File: config.mk
export PLATFORM = sky130hd
export DESIGN_NAME = fetch_queue
export DESIGN_NICKNAME = d
export VERILOG_FILES = /design/src/rtl/fetch_queue.sv
export SDC_FILE = /design/constraint.sdc
export NUM_CORES = 1
export LEC_CHECK = 0
export CAP_MARGIN = 40
export CORE_ASPECT_RATIO = 0.5
export CORE_UTILIZATION = 50
export DETAILED_ROUTE_END_ITERATION = 10
export PLACE_DENSITY = 0.76
export SYNTH_ARGS = -nofsm -noshare
export SYNTH_HDL_FRONTEND = slang
export SYNTH_SLANG_ARGS = --single-unit
File: constraint.sdc
create_clock -name clk -period 3.8 [get_ports clk]
set_clock_uncertainty 0.15 [all_clocks]
set_input_delay 0.76 -clock clk [delete_from_list [all_inputs] [get_ports clk]]
set_output_delay 0.76 -clock clk [all_outputs]
set_load 0.05 [all_outputs]
File: src/rtl/fetch_queue.sv
// fetch_queue: instruction prefetch stage with a DEPTH-entry queue.
// Fetches over a req/ack handshake and redirects on jp/pcnew.
module fetch_queue #(
    parameter int              AW      = 16,
    parameter int              IW      = 16,
    parameter int              DEPTH   = 4,
    parameter int              PC_STEP = 2,
    parameter logic [AW-1:0]   RST_PC  = '0
) (
    input  logic                     clk,
    input  logic                     rst,
    output logic                     imem_req,
    output logic [AW-1:0]            imem_addr,
    input  logic                     imem_ack,
    input  logic [IW-1:0]            imem_data,
    output logic [IW-1:0]            ir,
    output logic [AW-1:0]            pc,
    output logic                     irr,
    input  logic                     take,
    input  logic                     jp,
    input  logic [AW-1:0]            pcnew,
    output logic [$clog2(DEPTH):0]   qcnt
);

    localparam int PW = $clog2(DEPTH);
    localparam int CW = PW + 1;
    localparam logic [CW-1:0] CAP  = CW'(DEPTH);
    localparam logic [AW-1:0] STEP = AW'(PC_STEP);

    typedef enum logic [1:0] {
        S_IDLE,
        S_WAIT,
        S_DRAIN
    } state_t;

    state_t          state;
    state_t          state_d;

    logic [AW-1:0]   fpc;
    logic [AW-1:0]   fpc_d;
    logic            req_d;
    logic [AW-1:0]   addr_d;

    logic [IW-1:0]   q_ir [DEPTH];
    logic [AW-1:0]   q_pc [DEPTH];
    logic [PW-1:0]   rd_ptr;
    logic [PW-1:0]   wr_ptr;

    logic            push;
    logic            pop;
    logic [CW-1:0]   cnt_d;
    logic            room;
    logic [AW-1:0]   seq_addr;

    // head of queue goes to decode; an empty queue shows NOP at the fetch PC
    assign irr = (qcnt != '0);
    assign ir  = irr ? q_ir[rd_ptr] : '0;
    assign pc  = irr ? q_pc[rd_ptr] : fpc;

    // queue strobes; a jump cancels both the pop and any push this cycle
    always_comb begin
        pop      = take & irr & ~jp;
        push     = (state == S_WAIT) & imem_ack & ~jp;
        seq_addr = imem_addr + STEP;
        if (jp) begin
            cnt_d = '0;
        end else begin
            cnt_d = qcnt + CW'(push) - CW'(pop);
        end
        room = (cnt_d < CAP);
    end

    // next-state and next fetch-side register values
    always_comb begin
        state_d = state;
        fpc_d   = fpc;
        req_d   = imem_req;
        addr_d  = imem_addr;
        unique case (state)
            S_IDLE: begin
                if (jp) begin
                    fpc_d = pcnew;
                end else if (room) begin
                    req_d   = 1'b1;
                    addr_d  = fpc;
                    state_d = S_WAIT;
                end
            end
            S_WAIT: begin
                if (jp) begin
                    fpc_d = pcnew;
                    if (imem_ack) begin
                        req_d   = 1'b0;
                        state_d = S_IDLE;
                    end else begin
                        state_d = S_DRAIN;
                    end
                end else if (imem_ack) begin
                    fpc_d = seq_addr;
                    if (room) begin
                        addr_d = seq_addr;
                    end else begin
                        req_d   = 1'b0;
                        state_d = S_IDLE;
                    end
                end
            end
            S_DRAIN: begin
                if (jp) begin
                    fpc_d = pcnew;
                end
                if (imem_ack) begin
                    req_d   = 1'b0;
                    state_d = S_IDLE;
                end
            end
            default: begin
                req_d   = 1'b0;
                state_d = S_IDLE;
            end
        endcase
    end

    // FSM state register
    always_ff @(posedge clk or negedge rst) begin
        if (!rst) begin
            state <= S_IDLE;
        end else begin
            state <= state_d;
        end
    end

    // fetch PC and registered memory request
    always_ff @(posedge clk or negedge rst) begin
        if (!rst) begin
            fpc       <= RST_PC;
            imem_req  <= 1'b0;
            imem_addr <= RST_PC;
        end else begin
            fpc       <= fpc_d;
            imem_req  <= req_d;
            imem_addr <= addr_d;
        end
    end

    // queue pointers and occupancy; a jump empties the queue
    always_ff @(posedge clk or negedge rst) begin
        if (!rst) begin
            rd_ptr <= '0;
            wr_ptr <= '0;
            qcnt   <= '0;
        end else begin
            if (jp) begin
                rd_ptr <= '0;
                wr_ptr <= '0;
            end else begin
                if (push) begin
                    wr_ptr <= wr_ptr + PW'(1);
                end
                if (pop) begin
                    rd_ptr <= rd_ptr + PW'(1);
                end
            end
            qcnt <= cnt_d;
        end
    end

    // queue storage; contents are qualified by qcnt so no reset is needed
    always_ff @(posedge clk) begin
        if (push) begin
            q_ir[wr_ptr] <= imem_data;
            q_pc[wr_ptr] <= imem_addr;
        end
    end

endmodule
==> results.json, run 1 <==
{
  "start_kind": "primary input",
  "worst_slew_pin_slew_ps": 757,
  "stdcell_area_um2": 9150,
  "final_common_cell": "edfxtp_1",
  "synth_top_area_cell": "edfxtp_1",
  "yosysWarnings": 0,
  "die_width_um": 174,
  "fin_cells": 790,
  "hold_class": "in2async",
  "outcome": "finished, final reports clean",
  "p_total_w": 0.00796,
  "synthSimpleGateAreaFrac": 0.0834,
  "antenna_found_initial": 0,
  "hold_viol_final": 0,
  "power_density_nw_per_um2": 871,
  "n_fill_cell": 1019,
  "syn_area_um2": 7380,
  "synthXorXnorAreaFrac": 0.0164,
  "cp_max_fo": 6,
  "max_freq_mhz": 277,
  "synth_adder_area_share": 0.0146,
  "leakage_nw": 3.27,
  "drv_slew": 0,
  "clk_pin_slew_worst_paths_ps": 70,
  "synth_area_leaders": "edfxtp_1, dfrtp_1, mux4_2",
  "drive_gt1_frac": 0.258,
  "fin_nets": 630,
  "ys_ff_latch": 170,
  "grt_pass1_vias": 4549,
  "cts_root_buf": "clkbuf_16",
  "firstDrtPassIters": 5,
  "synth-compound-area-share": 0.0673,
  "seq_area_frac_synth": 0.663,
  "criticalPathCategory": "in2reg",
  "synthesis.nets": 527,
  "drc": 0,
  "layout.cells.most_common_list": "edfxtp_1, buf_4, clkdlybuf4s50_1",
  "synth_ff_type": "edfxtp_1",
  "yosysTopAreaCellShare": 0.521,
  "grt_pass1_wl_um": 25100,
  "rsz0062_at_grt": "false",
  "die_h_um": 87.9,
  "r2r-start": "qcnt[2]",
  "via_count": 4586,
  "cp-startpoint": "imem_ack",
  "rows": 30,
  "io_pins": 90,
  "synth.avg_cell_area_um2": 15.3,
  "grt_max_degree": 35,
  "initial_core_util": 0.529,
  "h-tree-depth": 4,
  "area_delta_synth_final_pct": 23.9,
  "cp_data_required_time_ps": 3950,
  "min_period_ps": 3610,
  "drt_iter0_drc": 329,
  "drt_wl_total_um": 16100,
  "max-cap-violations": 0,
  "critPathCaptureType": "register",
  "place_congestion": 0.815,
  "async_reset_ff_frac": 0.247,
  "place.detailed.hpwl_um": 10200,
  "cts_sinks": 170,
  "vias_per_cell": 5.81,
  "dieArea_um2": 15300,
  "synth_edf_count": 128,
  "arrival_ps": 3770,
  "placed_area_um2": 8520,
  "ir_drop_mv": 0.580,
  "synth_top_family_by_area": "multiplexers",
  "clock_path_buffers": 2,
  "fin_crit_sh": 0.951,
  "cts_tree": "built",
  "grt_usage": 0.222,
  "drtAntennaViolNets": 0,
  "wl_per_cell_um": 20.4,
  "io_buffers": 89,
  "hold_slack_ps": 171,
  "synthCells": 482,
  "max_slew_margin": 0.494,
  "cts-buffers-inserted": 17,
  "core_um2": 14000,
  "setup_violations": 0,
  "ys_types": 52,
  "clkLatencyLatePin_ps": 420,
  "overflow": 0,
  "dp.cells": 753,
  "synthMuxAreaShare": 0.130,
  "diodes": 0
}
==> area by class of cell <==
type / instances / area [um2] / area share
clock buffer: 18 / 429 / 0.0469
tap: 192 / 240 / 0.0263
multi-input combinational: 271 / 2310 / 0.252
inverter: 6 / 22.5 / 0.00246
timing repair buffer: 119 / 1090 / 0.120
clock inverter: 14 / 155 / 0.0170
sequential: 170 / 4900 / 0.535
==> synth_stat cells, types with 4 or more instances <==
cell,count
mux4_2,32
ha_1,7
edfxtp_1,128
nor4_1,5
and3_1,8
nand2_1,25
xnor2_1,7
dfrtp_1,42
a32oi_1,6
clkbuf_1,21
nand3_1,8
o21ai_0,26
mux2_2,17
inv_1,6
mux2i_1,5
nor2b_1,5
nor2_1,27
o21ai_1,4
xor2_1,4
and2_1,18
buf_2,9
a31oi_1,7
nor3_1,6
a21oi_1,13
==> path summary, 6_finish.rpt <==
kind | endpoint | cells after the start | slack [ps]
min in group clk | fpc[4] | 2 | 370
max | imem_addr[12] | 14 | 190
max in group asynchronous | rd_ptr[0] | 2 | 2820
min | wr_ptr[1] | 1 | 170
min reg2reg | fpc[4] | 2 | 370
max reg2reg | imem_addr[12] | 13 | 410
==> sequential cells by signal, summed over array words and instances, names as in the netlist <==
signal,cells
fpc,16
imem_addr,16
imem_req,1
q_ir,64
q_pc,64
qcnt,3
rd_ptr,2
state,2
wr_ptr,2
==> cells by family after synthesis <==
logic type | Yosys count
XOR/XNOR | 12
buffers and inverters | 41
flip-flops | 170
adder cells (fa/ha/maj) | 8
AO/OA/AOI/OAI | 78
multiplexers | 54
AND/OR/NAND/NOR | 119
==> worst max-delay path, cell delays in order <==
cell	delay, ps
clkdlybuf4s50_1	480
a21o_1	130
and2_1	140
nand2_1	90
ha_1	290
inv_1	60
ha_1	130
inv_1	50
fa_1	360
xor3_2	250
or4b_4	580
buf_4	180
buf_4	130
a2bb2oi_1	130
==> metrics by stage <==
step           TNS (ps)  setup slack, ps  utilization
2_1_floorplan         0             6.51            -
3_3_place_gp      -3190             -260        0.606
3_5_place_dp      -4570             -357        0.610
4_1_cts               0             75.4        0.652
5_1_grt               0             40.3        0.655
6_report              0              187        0.655
==> per-layer routing <==
layer | track usage | part of all wire | up-vias
met5 | 0 | 0 | -
met4 | 0.0829 | 0.018 | 0
met3 | 0.0425 | 0.052 | 21
met2 | 0.357 | 0.48 | 147
met1 | 0.308 | 0.45 | 2350
li1 | - | - | 2068
==> power by group <==
part	internal (W)	leakage, nW	total (W)	switching, W
combinational	0.00134	1.32	0.00351	0.00217
clock	0.000934	0.282	0.00171	0.000777
sequential	0.00235	1.67	0.00274	0.000389
total	0.00463	3.27	0.00796	0.00333
==> repair_timing <==
action,CTS,global route
setup buffers,0,5
resized for setup,0,2
hold buffers,0,0
endpoints found under the hold margin,0,0
endpoints found under the setup margin,0,11
No activity file was read; power rests on OpenSTA's default activity.
==> inputs of run 2 (changes only) <==
Settings changed: CORE_MARGIN set to 4.
==> run 2 against run 1 <==
Net effect:
- power shrank 0.34%
- sequential power about the same
- via count about the same
- cell count rose by 0.25%
- first-iteration DRC count rose by 26%
- combinational power hardly changed
- clock power is essentially flat
- design area fell by 0.40%
- setup slack lost 120 ps
- largest power group unchanged
==> results.json, run 2 (synthesized netlist as in run 1, its figures left out) <==
{
  "outcome": "finished, final reports clean",
  "initial_core_util": 0.510,
  "drv_slew": 0,
  "grt_max_degree": 35,
  "max_freq_mhz": 268,
  "setup_slack_ps": 67.6,
  "grt_pass1_wl_um": 25400,
  "fin_cells": 792,
  "max_slew_margin": 0.500,
  "critical_path.slowest_cell": "clkdlybuf4s50_1",
  "rows": 31,
  "final_util": 0.630,
  "cts_sinks": 170,
  "drtAntennaViolNets": 0,
  "cts-buffers-inserted": 17,
  "drive_gt1_frac": 0.253,
  "clock_path_buffers": 2,
  "r2r_cells": 12,
  "leakage_nw": 3.24,
  "cts_tree": "built",
  "drt_wl_total_um": 16500,
  "firstDrtPassIters": 5,
  "hold_slack_ps": 121,
  "place_ws_ps": -389,
  "worst_slew_pin_slew_ps": 749,
  "critPathCaptureType": "register",
  "slowest_delay_ps": 540,
  "rsz0062_at_grt": "false",
  "r2r-start": "qcnt[2]",
  "fin_nets": 626,
  "dieArea_um2": 16900,
  "antenna_found_initial": 0,
  "r2r_end": "imem_addr[0]",
  "io_buffers": 89,
  "die_h_um": 93.9,
  "hold_viol_final": 0,
  "grt_pass1_vias": 4536,
  "layout.cells.most_common_list": "edfxtp_1, clkdlybuf4s50_1, buf_4",
  "dp.cells": 758,
  "ff2ff_setup_slack_ps": 330,
  "cp_data_required_time_ps": 3950,
  "place_congestion": 0.841,
  "hold_buffers": 0,
  "cp_max_fo": 5,
  "clk_pin_slew_worst_paths_ps": 70,
  "place.detailed.hpwl_um": 10500,
  "power_density_nw_per_um2": 871,
  "grt_usage": 0.198,
  "min_period_ps": 3730,
  "core_um2": 14500,
  "wl_per_cell_um": 20.8,
  "setup_violations": 0,
  "io_pins": 90,
  "largestRegisters": "q_ir: 64 flops, q_pc: 64 flops",
  "via_count": 4582,
  "criticalPathCategory": "in2reg",
  "max-cap-violations": 0,
  "ir_drop_mv": 0.409,
  "fin_crit_sh": 0.982,
  "n_fill_cell": 1040,
  "diodes": 0,
  "drc": 0,
  "cp_cell_sequence": "clkdlybuf4s50_1, a21o_1, and2_1, nand2_1, ha_1, inv_1, ha_1, inv_1, fa_1, xor3_2, buf_4, or4_1, mux2_2",
  "start_kind": "primary input",
  "area_delta_synth_final_pct": 23.4,
  "hold_class": "in2async",
  "overflow": 0,
  "die_width_um": 180,
  "clkLatencyLatePin_ps": 420,
  "drt_iter0_drc": 413,
  "vias_per_cell": 5.79,
  "arrival_ps": 3890,
  "h-tree-depth": 4,
  "final_common_cell": "edfxtp_1",
  "cts_root_buf": "clkbuf_16"
}
run 2: per-layer routing:
layer	up-vias	global-route usage	share of wire
met2	159	0.325	0.49
met5	-	0	0
met3	21	0.0418	0.050
met4	0	0.0646	0.011
li1	2062	-	-
met1	2340	0.271	0.45
run 2: stage by stage:
| step | setup TNS (ps) | total power (W) | cell area [um2] |
|---|---|---|---|
| floorplan | 0 | 0.00517 | 7390 |
| global placement | -3920 | 0.00617 | 8460 |
| global route | 0 | 0.00830 | 9110 |
| CTS | 0 | 0.00793 | 9080 |
| finish | 0 | 0.00794 | 9110 |
| detailed placement | -5280 | 0.00625 | 8510 |
run 2: worst max-delay path: cells and delay by family:
| kind | cells | cell delay [ps] |
|---|---|---|
| and+or+nand+nor | 3 | 670 |
| AOI/OAI and AO/OA | 1 | 120 |
| adders and majority gates | 3 | 780 |
| buffers and inverters | 4 | 800 |
| xor gates and xnor gates | 1 | 460 |
| muxes | 1 | 300 |
run 2: layout make-up:
type	count	area (um2)	share of cell area
well taps	198	248	0.0272
clock inverters	15	148	0.0162
clock buffers	17	425	0.0467
flip-flops and latches	170	4900	0.538
inverters	6	22.5	0.00247
multi-input cells	273	2340	0.256
repair buffers	113	1030	0.113
run 2: worst max-delay path by stage:
stage                     to  startpoint  slack (ps)  cells after the start
6_report        imem_addr[0]          jp          70                     13
5_1_grt        imem_addr[11]          jp           1                     13
4_1_cts        imem_addr[13]    imem_ack          60                     13
3_5_place_dp   imem_addr[13]    imem_ack        -390                     13
3_3_place_gp   imem_addr[13]    imem_ack        -290                     13
2_1_floorplan  imem_addr[10]     qcnt[1]           7                     14
run 2: repair_timing:
| action | in CTS | in global routing |
|---|---|---|
| hold endpoints to repair | 0 | 0 |
| setup endpoints to repair | 0 | 11 |
| gates resized for setup | 0 | 4 |
| setup buffers | 0 | 0 |
run 2: power by group:
part | internal (W) | switching (W)
clock network | 0.000878 | 0.000800
logic | 0.00132 | 0.00220
registers | 0.00235 | 0.000377
total | 0.00456 | 0.00338
==> inputs of run 3 (changes only) <==
Settings changed: MAX_ROUTING_LAYER set to met4, PLACE_DENSITY 0.76 to 0.77.
==> run 3 against run 2 <==
Net effect:
- first-iteration DRC count rose by 9.2%
- design area up 0.30%
- register-to-register slack better by 140 ps
==> results.json, run 3 (synthesized netlist as in run 1, its figures left out) <==
{
  "overflow": 0,
  "max_freq_mhz": 282,
  "max-cap-violations": 0,
  "firstDrtPassIters": 4,
  "fin_cells": 791,
  "io_pins": 90,
  "die_h_um": 93.9,
  "final_common_cell": "edfxtp_1",
  "h-tree-depth": 4,
  "die_width_um": 180,
  "drv_slew": 0,
  "cp_max_fo": 9,
  "ir_drop_mv": 0.452,
  "hold_buffers": 0,
  "stdcell_area_um2": 9140,
  "clk_pin_slew_worst_paths_ps": 70,
  "drtAntennaViolNets": 0,
  "arrival_ps": 3700,
  "place.detailed.hpwl_um": 10300,
  "outcome": "finished, final reports clean",
  "antenna_found_initial": 0,
  "core_um2": 14500,
  "place_congestion": 0.879,
  "initial_core_util": 0.510,
  "drt_wl_total_um": 16400,
  "cp_cell_sequence": "clkdlybuf4s50_1, a21o_1, and2_1, nand2_1, ha_1, inv_1, ha_1, inv_1, fa_1, xor3_2, or4b_4, buf_12, buf_4, a2bb2oi_1",
  "layout.cells.most_common_list": "edfxtp_1, clkdlybuf4s50_1, buf_4",
  "dieArea_um2": 16900,
  "grt_max_degree": 35,
  "clock_path_buffers": 2,
  "io_buffers": 89,
  "setup_violations": 0,
  "cts_root_buf": "clkbuf_16",
  "rows": 31,
  "wl_per_cell_um": 20.7,
  "cts-buffers-inserted": 17,
  "place_ws_ps": -334,
  "path_delay_family": "buffers and inverters",
  "slowest_delay_ps": 550,
  "leakage_nw": 3.25,
  "grt_pass1_vias": 4571,
  "critPathCaptureType": "register",
  "area_delta_synth_final_pct": 23.8,
  "rsz0062_at_grt": "false",
  "via_count": 4483,
  "grt_usage": 0.206,
  "power_density_nw_per_um2": 873,
  "largestRegisters": "q_ir: 64 flops, q_pc: 64 flops",
  "start_kind": "primary input",
  "cp_data_required_time_ps": 3950,
  "critical_path.slowest_cell": "or4b_4",
  "drive_gt1_frac": 0.253,
  "placed_area_um2": 8500,
  "cts_tree": "built",
  "ff_latch_area_um2": 4900,
  "hold_class": "in2async",
  "final_util": 0.632,
  "drc": 0,
  "multi_input_area_um2": 2310,
  "fin_crit_sh": 0.934,
  "n_fill_cell": 1029,
  "crit_buf_inv": 5,
  "cts_sinks": 170,
  "max_slew_margin": 0.508,
  "vias_per_cell": 5.67,
  "criticalPathCategory": "in2reg",
  "dp.cells": 756,
  "min_period_ps": 3550,
  "drt_iter0_drc": 451,
  "diodes": 0,
  "fin_nets": 626,
  "hold_viol_final": 0,
  "setup_slack_ps": 252,
  "worst_slew_pin_slew_ps": 737,
  "clkLatencyLatePin_ps": 420,
  "grt_pass1_wl_um": 25700
}
-- run 3: cell type report --
type / count / share of cell area
clock buffer: 17 / 0.0466
clock inverter: 14 / 0.0178
inverter: 6 / 0.00246
multi-input combinational: 271 / 0.253
sequential: 170 / 0.536
tap: 198 / 0.0271
timing repair buffer: 115 / 0.117
-- run 3: per-layer routing --
metal | vias to the layer above | global-route usage | wire, um
met5 | - | - | 0
met4 | 0 | 0.0596 | 197
met3 | 16 | 0.0445 | 913
met2 | 159 | 0.325 | 7930
met1 | 2264 | 0.277 | 7340
li1 | 2044 | - | -
-- run 3: through the flow --
step	power (W)	TNS, ps	hold WS (ps)
after global placement	0.00616	-3270	337
after floorplan	0.00517	0	312
after detailed placement	0.00623	-3930	355
after CTS	0.00796	0	116
final	0.00798	0	121
after global routing	0.00836	0	125
-- run 3: worst paths after layout --
path                       slack (ps)  cells after the start  startpoint       endpoint
max in group asynchronous        2870                      2         rst   imem_addr[4]
setup reg to reg                  470                     13     qcnt[1]  imem_addr[12]
hold reg to reg                   370                      2      fpc[4]         fpc[4]
hold / removal                    120                      1         rst      wr_ptr[0]
min in group clk                  370                      2      fpc[4]         fpc[4]
setup / recovery                  250                     14    imem_ack  imem_addr[12]
-- run 3: worst register-to-register path, stage by stage, from the launching register on --
cell,delay (ps)
dfrtp_1,450
or3_1,350
nand2_1,100
nor2_1,50
ha_1,290
inv_1,50
ha_1,120
inv_1,40
fa_1,360
xor3_2,270
or4b_4,550
buf_12,160
buf_4,130
a2bb2oi_1,140
-- run 3: what timing repair did --
action / 4_1_cts / 5_1_grt
setup endpoints to repair: 0 / 10
hold endpoints to repair: 0 / 0
gates resized for setup: 0 / 3
buffers inserted: 0 / 4
-- run 3: report_power, final --
part | internal [W] | switching, W | total (W) | leakage [nW]
registers | 0.00235 | 0.000375 | 0.00273 | 1.67
logic | 0.00134 | 0.00218 | 0.00352 | 1.30
clock network | 0.000981 | 0.000744 | 0.00172 | 0.280
